### src/rtl/mcpu_alu_sequencer.sv
`default_nettype none
// ============================================================================
// mcpu_alu_sequencer : decode/issue/writeback sequencer for the MCPU ALU with a
// 4-entry register file. Option MCPU_SEQ_ZERO_FLAG_EN adds zf_q. Revision 1.0
// ============================================================================
module mcpu_alu_sequencer #(
   parameter int WORD_SIZE = 16,
   parameter int CMD_SIZE  = 3,
   parameter int EXEC_WAIT = 2
) (
   input  logic                 clk,
   input  logic                 reset,
   input  logic                 instr_valid,
   output logic                 instr_ready,
   input  logic [15:0]          instr,
   output logic [CMD_SIZE-1:0]  alu_cmd,
   output logic [WORD_SIZE-1:0] alu_in1,
   output logic [WORD_SIZE-1:0] alu_in2,
   input  logic [WORD_SIZE-1:0] alu_out,
   input  logic                 alu_cf,
   output logic                 done,
   output logic                 err,
   output logic                 cf_q,
`ifdef MCPU_SEQ_ZERO_FLAG_EN
   output logic                 zf_q,
`endif
   input  logic [1:0]           dbg_addr,
   output logic [WORD_SIZE-1:0] dbg_data
);

   localparam int CNT_W = $clog2(EXEC_WAIT + 1);

   localparam logic [1:0] c_ST_IDLE      = 2'd0;
   localparam logic [1:0] c_ST_DECODE    = 2'd1;
   localparam logic [1:0] c_ST_EXECUTE   = 2'd2;
   localparam logic [1:0] c_ST_WRITEBACK = 2'd3;

   localparam logic [2:0] c_OP_ADD = 3'd3;
   localparam logic [2:0] c_OP_SUB = 3'd4;
   localparam logic [2:0] c_OP_LDI = 3'd6;
   localparam logic [2:0] c_OP_ILL = 3'd7;

   logic [1:0]           state_q;
   logic [1:0]           state_d;
   logic [CNT_W-1:0]     cnt_q;
   logic [CNT_W-1:0]     cnt_d;
   logic [15:0]          instr_q;
   logic [WORD_SIZE-1:0] regs_q [4];

   logic [2:0]           w_opcode;
   logic [1:0]           w_rd;
   logic [1:0]           w_rs1;
   logic [1:0]           w_rs2;
   logic [WORD_SIZE-1:0] w_imm;
   logic                 w_is_alu;
   logic                 w_sets_cf;

   assign w_opcode  = instr_q[15:13];
   assign w_rd      = instr_q[12:11];
   assign w_rs1     = instr_q[10:9];
   assign w_rs2     = instr_q[8:7];
   assign w_imm     = WORD_SIZE'(instr_q[7:0]);
   assign w_is_alu  = (w_opcode < c_OP_LDI);
   assign w_sets_cf = (w_opcode == c_OP_ADD) || (w_opcode == c_OP_SUB);

   assign instr_ready = (state_q == c_ST_IDLE);
   assign dbg_data    = regs_q[dbg_addr];

   // LDI and illegal opcodes pass through WRITEBACK only to time the done pulse.
   always_comb begin
      state_d = state_q;
      cnt_d   = cnt_q;
      case (state_q)
         c_ST_IDLE: begin
            if (instr_valid) state_d = c_ST_DECODE;
         end
         c_ST_DECODE: begin
            if (w_is_alu) begin
               state_d = c_ST_EXECUTE;
               cnt_d   = CNT_W'(EXEC_WAIT);
            end else begin
               state_d = c_ST_WRITEBACK;
            end
         end
         c_ST_EXECUTE: begin
            if (cnt_q == '0) state_d = c_ST_WRITEBACK;
            else             cnt_d   = cnt_q - CNT_W'(1);
         end
         c_ST_WRITEBACK: state_d = c_ST_IDLE;
         default:        state_d = c_ST_IDLE;
      endcase
   end

   always_ff @(posedge clk) begin
      if (reset) begin
         state_q <= c_ST_IDLE;
         cnt_q   <= '0;
         instr_q <= '0;
         for (int i = 0; i < 4; i++) regs_q[i] <= '0;
         cf_q    <= 1'b0;
         alu_cmd <= '0;
         alu_in1 <= '0;
         alu_in2 <= '0;
         done    <= 1'b0;
         err     <= 1'b0;
`ifdef MCPU_SEQ_ZERO_FLAG_EN
         zf_q    <= 1'b0;
`endif
      end else begin
         state_q <= state_d;
         cnt_q   <= cnt_d;
         done    <= (state_q == c_ST_WRITEBACK);
         err     <= (state_q == c_ST_WRITEBACK) && (w_opcode == c_OP_ILL);

         if ((state_q == c_ST_IDLE) && instr_valid) instr_q <= instr;

         // Operands are captured here, so rd may alias rs1/rs2 safely.
         if (state_q == c_ST_DECODE) begin
            if (w_is_alu) begin
               alu_cmd <= CMD_SIZE'(w_opcode);
               alu_in1 <= regs_q[w_rs1];
               alu_in2 <= regs_q[w_rs2];
            end else if (w_opcode == c_OP_LDI) begin
               regs_q[w_rd] <= w_imm;
`ifdef MCPU_SEQ_ZERO_FLAG_EN
               zf_q         <= (w_imm == '0);
`endif
            end
         end

         if ((state_q == c_ST_WRITEBACK) && w_is_alu) begin
            regs_q[w_rd] <= alu_out;
            if (w_sets_cf) cf_q <= alu_cf;
`ifdef MCPU_SEQ_ZERO_FLAG_EN
            zf_q         <= (alu_out == '0);
`endif
         end
      end
   end

endmodule
`default_nettype wire

### config.mk
export PLATFORM = sky130hd
export DESIGN_NAME = mcpu_alu_sequencer
export DESIGN_NICKNAME = d
export VERILOG_FILES = /design/src/rtl/mcpu_alu_sequencer.sv
export SDC_FILE = /design/constraint.sdc
export NUM_CORES = 1
export LEC_CHECK = 0
export CAP_MARGIN = 25
export CORE_ASPECT_RATIO = 1.75
export CORE_MARGIN = 2
export CORE_UTILIZATION = 45
export DETAILED_ROUTE_END_ITERATION = 6
export HOLD_SLACK_MARGIN = 0.15
export PLACE_DENSITY = 0.69
export SLEW_MARGIN = 0
export SYNTH_ARGS = -nofsm -noshare
export SYNTH_HDL_FRONTEND = slang
export SYNTH_SLANG_ARGS = --single-unit
### constraint.sdc
create_clock -name clk -period 8.2 [get_ports clk]
set_input_delay 1.64 -clock clk [delete_from_list [all_inputs] [get_ports clk]]
set_output_delay 1.64 -clock clk [all_outputs]
set_load 0.01 [all_outputs]
* Word level (Yosys, flattened, before mapping)
Memory sizes are Yosys's and may differ from the RTL's. A register that Yosys moved wholly into a read port is not among the register bits.
Cells that the tools add are included.
** Word-level totals
- Register bits after elaboration :: 26
- Memory bits (writable) :: 64
- Output and inout port bits :: 55
- Word-level logic and storage cells :: 55
- Memories :: 1
** Cells by class
- Add/sub/neg operators :: 1
- Magnitude comparators :: 1
- Equal/unequal tests :: 11
- Muxes and demuxes :: 21
- Bitwise operators :: 1
- Reductions and logical operators :: 12
** Memories
- regs_q :: depth 4, width 16, rd ports 3, clocked after Yosys merged registers in 2, write ports 4, RTL line 48 : logic [WORD_SIZE-1:0] regs_q [4];
** Operators with widths (count)
- 16-bit two-way mux :: 2
- 16-bit OR reduction :: 1
- 1-bit two-way mux :: 12
- 2-bit two-way mux :: 5
- 3-bit equality test (second input constant) :: 3
- 2-bit inequality test (second input constant) :: 4
- 2-bit case mux with 4 select lines :: 1
- 2-bit AND reduction :: 3
- 2-bit equality test (second input constant) :: 2
- 2-bit zero test :: 2
- 2-bit case mux with 2 select lines :: 1
- 3-bit by 2-bit equality test with 1-bit output (second input constant) :: 1
- 1-bit logical AND :: 3
- 3-bit less-than comparator (second input constant) :: 1
- 3-bit AND reduction :: 1
- 2-bit by 1-bit equality test with 1-bit output (second input constant) :: 1
- 2-bit nonzero test :: 1
- 2-bit by 1-bit subtractor with 2-bit output (second input constant) :: 1
- 1-bit logical OR :: 1
- 1-bit bitwise OR :: 1

* Longest topological paths before layout
- Word-level depth :: 9
- Mapped depth :: 7
- Depth with buffers taken out :: 5

* Worst setup path before layout
OpenSTA, ideal clock, no wires.
- Path type :: input-to-output
- Start :: in dbg_addr[0]
- End :: out dbg_data[10]
- Arrival :: 2728 ps
- Slack :: 3832 ps
- Stages on the path :: 3
- Buffers on the path :: 2
- Cell sequence :: buf_2 > buf_2 > mux4_2
** Between the ends
- Longest elaborated chain between the ends :: 1
** Ends and longest elaborated chain
- start, declared :: RTL line 27 : input logic [1:0] dbg_addr,
- memory 4 x 16 bit
- end, declared :: RTL line 28 : output logic [WORD_SIZE-1:0] dbg_data
No other way between the ends.

* Worst setup path after layout
- Start :: in dbg_addr[1]
- End :: out dbg_data[8]
The elaborated chain is that of the path after synthesis.

==> flow_metrics.py <==
metrics = {
    "timing": {
        "least_margin_pin_slew_ps": 913,
        "period_share_pct": 63.8,
        "hold_viol_final": 0,
        "final_max_slew_viols": 0,
        "timing.final.crit_period_ps": 5230,
        "finalClockSkew_ps": 7.86,
        "timing.fmax_mhz": 191,
        "finalSetupViolCount": 0,
        "setup_total_negative_slack_ps": 0,
        "max-slew-margin-rel_pct": 39.1,
        "grt_setup_unrepaired": "no",
    },
    "grt": {
        "overflow": 0,
        "grt_pass1_vias": 4187,
        "maximum_number_of_pins_on_one_net_before_global_route_repair": 33,
        "grt_antenna_before_repair": 1,
        "grt_first_pass_wirelength_microns": 22000,
        "global_route.usage.total_pct": 21.5,
    },
    "die": {
        "initial_utilization_pct": 46.2,
        "chipWidth_microns": 89.6,
        "ioPinCount": 93,
        "placement_rows": 54,
        "die_h_microns": 154,
        "die_area_sq_um": 13800,
        "design.core.area_sq_um": 12500,
    },
    "critical_path": {
        "regToRegSetupSlack_ps": 5550,
        "cp-start-kind": "primary input",
        "critical_path.max_fanout": 16,
        "worstSetupPathType": "in2out",
        "critPathArrivalTime_ps": 3590,
        "cp_data_required_time_ps": 6560,
        "timing.critical_path.to_type": "primary output",
    },
    "status": {
        "outcome": "finished, final reports clean",
    },
    "cells_and_area": {
        "final_cell_area_sq_um": 7420,
        "flow.area_growth_from_synthesis_pct": 28.5,
        "layout_commonest_cell": "clkdlybuf4s50_1",
        "final_layout_size_suffix_gt1_share_pct": 17.8,
        "nNetsFinal": 565,
        "leading_cell_types_in_the_layout_fill_and_taps_excluded": "92 x clkdlybuf4s50_1, 64 x edfxtp_1, 58 x dfxtp_1, 49 x a21oi_1, 48 x mux4_2",
    },
    "detailed_routing": {
        "num_vias": 4079,
        "drc": 0,
        "initialDrtViolationCount": 286,
        "vias_per_cell": 5.79,
        "wire_per_inst_microns": 19.6,
        "drt_first_pass_iters": 4,
        "routed_wire_length_microns": 13800,
        "postRouteAntennaNets": 0,
    },
    "hold_path": {
        "hold_path.class": "reg2reg",
    },
    "clocking": {
        "post_cts.resized_instances": 0,
        "cts_inserted_buffers": 17,
        "path_clk_slew_ps": 50,
        "htree_num_levels": 4,
        "worst_skew_pair.late_latency_ps": 410,
        "cts_tree": "yes",
        "cts.root.buffer_cell": "clkbuf_16",
        "clockBufferDepth": 2,
        "ctsHoldBuffers": 0,
        "clock-sinks": 122,
        "post-cts-setup-buffers": 0,
    },
    "pwr": {
        "total_leakage_power_nw": 2.60,
        "power_mw": 2.06,
        "max-vdd-ir-drop_mv": 0.202,
        "cellPowerDensity_nw_per_um2": 278,
    },
    "synthesis": {
        "synth_largest_type_area_fraction_pct": 33.3,
        "async_reset_ff_share_pct": 0,
        "synth_enable_flop_cells": 64,
        "syn-cell-area_sq_um": 5770,
        "synth-seq-cells": 122,
        "yosys_warnings": 0,
        "syn-mean-instance-area_sq_um": 13.2,
        "largest_cells_by_area_after_synthesis": "edfxtp_1 33%, dfxtp_1 20%, mux4_2 19%",
        "synthesis.instances": 438,
        "synth_largest_area_cell": "edfxtp_1",
        "synthDistinctLibCells": 45,
        "ys_seq_area_share_pct": 53.4,
        "ys_dominant_reg_cell": "edfxtp_1",
        "synth_nets": 481,
    },
    "job": {
        "maxCapViolCount": 0,
    },
    "place": {
        "placement.cell_area_sq_um": 6790,
        "port_buffers": 92,
        "gp_routability_congestion": 0.937,
        "detailed_place_hpwl_microns": 9860,
    },
}
[worst max-delay path, stage by stage]
cell and delay, ps:
clkdlybuf4s50_1 1030, mux4_2 410, clkdlybuf4s50_1 500
[through the flow]
stage | util (%) | hold WS, ps | setup WS (ps) | instances
finish | 59.4 | 452 | 2970 | 704
CTS | 59.3 | 454 | 2960 | 703
global placement | 54.3 | 444 | 2990 | 671
global route | 59.4 | 472 | 2880 | 704
floorplan | - | 433 | 3830 | 438
detailed placement | 54.3 | 446 | 2960 | 671
[path summary, 6_finish.rpt]
path                            cells after the start            to   startpoint
worst max register to register                      5  regs_q[1][8]   state_q[1]
worst min-delay path                                2    instr_q[6]   instr_q[6]
worst max-delay path                                3   dbg_data[8]  dbg_addr[1]
worst min register to register                      2    instr_q[6]   instr_q[6]
[state kept, by name, indices dropped and copies added (netlist names)]
signal / cells
err: 1
regs_q: 64
alu_in1: 16
instr_q: 16
cnt_q: 2
alu_in2: 16
state_q: 2
alu_cmd: 3
cf_q: 1
done: 1
[kinds of logic after synthesis]
family,count (synthesis),synth area share (%)
DFF,122,53.4
buffers and inverters,42,3.49
AOI/OAI and AO/OA,107,12.5
and+or+nand+nor,114,10.8
adders and majority gates,5,1.08
muxes,48,18.7
[cell type report]
type,instances,area [sq um]
well taps,168,210
flip-flops and latches,122,3080
clock buffers,20,457
repair buffers,97,958
fillers,1007,5080
inverters,10,37.5
diodes,1,2.50
multi-input cells,274,2500
clock inverters,12,170
[cells in the mapped netlist (2+ instances only)]
cell / n
o21ai_0: 10
nor2b_1: 5
edfxtp_1: 64
nand2b_1: 5
nand2_1: 38
and2_1: 26
clkbuf_1: 10
nor3_1: 3
or4bb_1: 2
a22o_1: 32
mux4_2: 48
ha_1: 5
nand3_1: 11
o2111ai_2: 2
buf_4: 2
a21oi_1: 49
nor3_2: 3
buf_6: 2
inv_1: 9
a31oi_1: 2
and3_1: 11
nor2_1: 3
buf_2: 17
dfxtp_1: 58
[report_power, final]
part	switching, mW	internal [mW]
Clock	0.258	0.522
Sequential	0.0726	0.726
Combinational	0.231	0.251
[layer usage]
layer	wire [microns]	GRT usage (%)	part of all wire, %	vias up
met4	392	10.4	2.8	0
met5	0	0	0	-
met3	749	4.62	5.4	35
li1	-	-	-	1872
met1	5090	24.6	37	2015
met2	7560	37.0	55	157
Power figures use the tool's default switching activity.
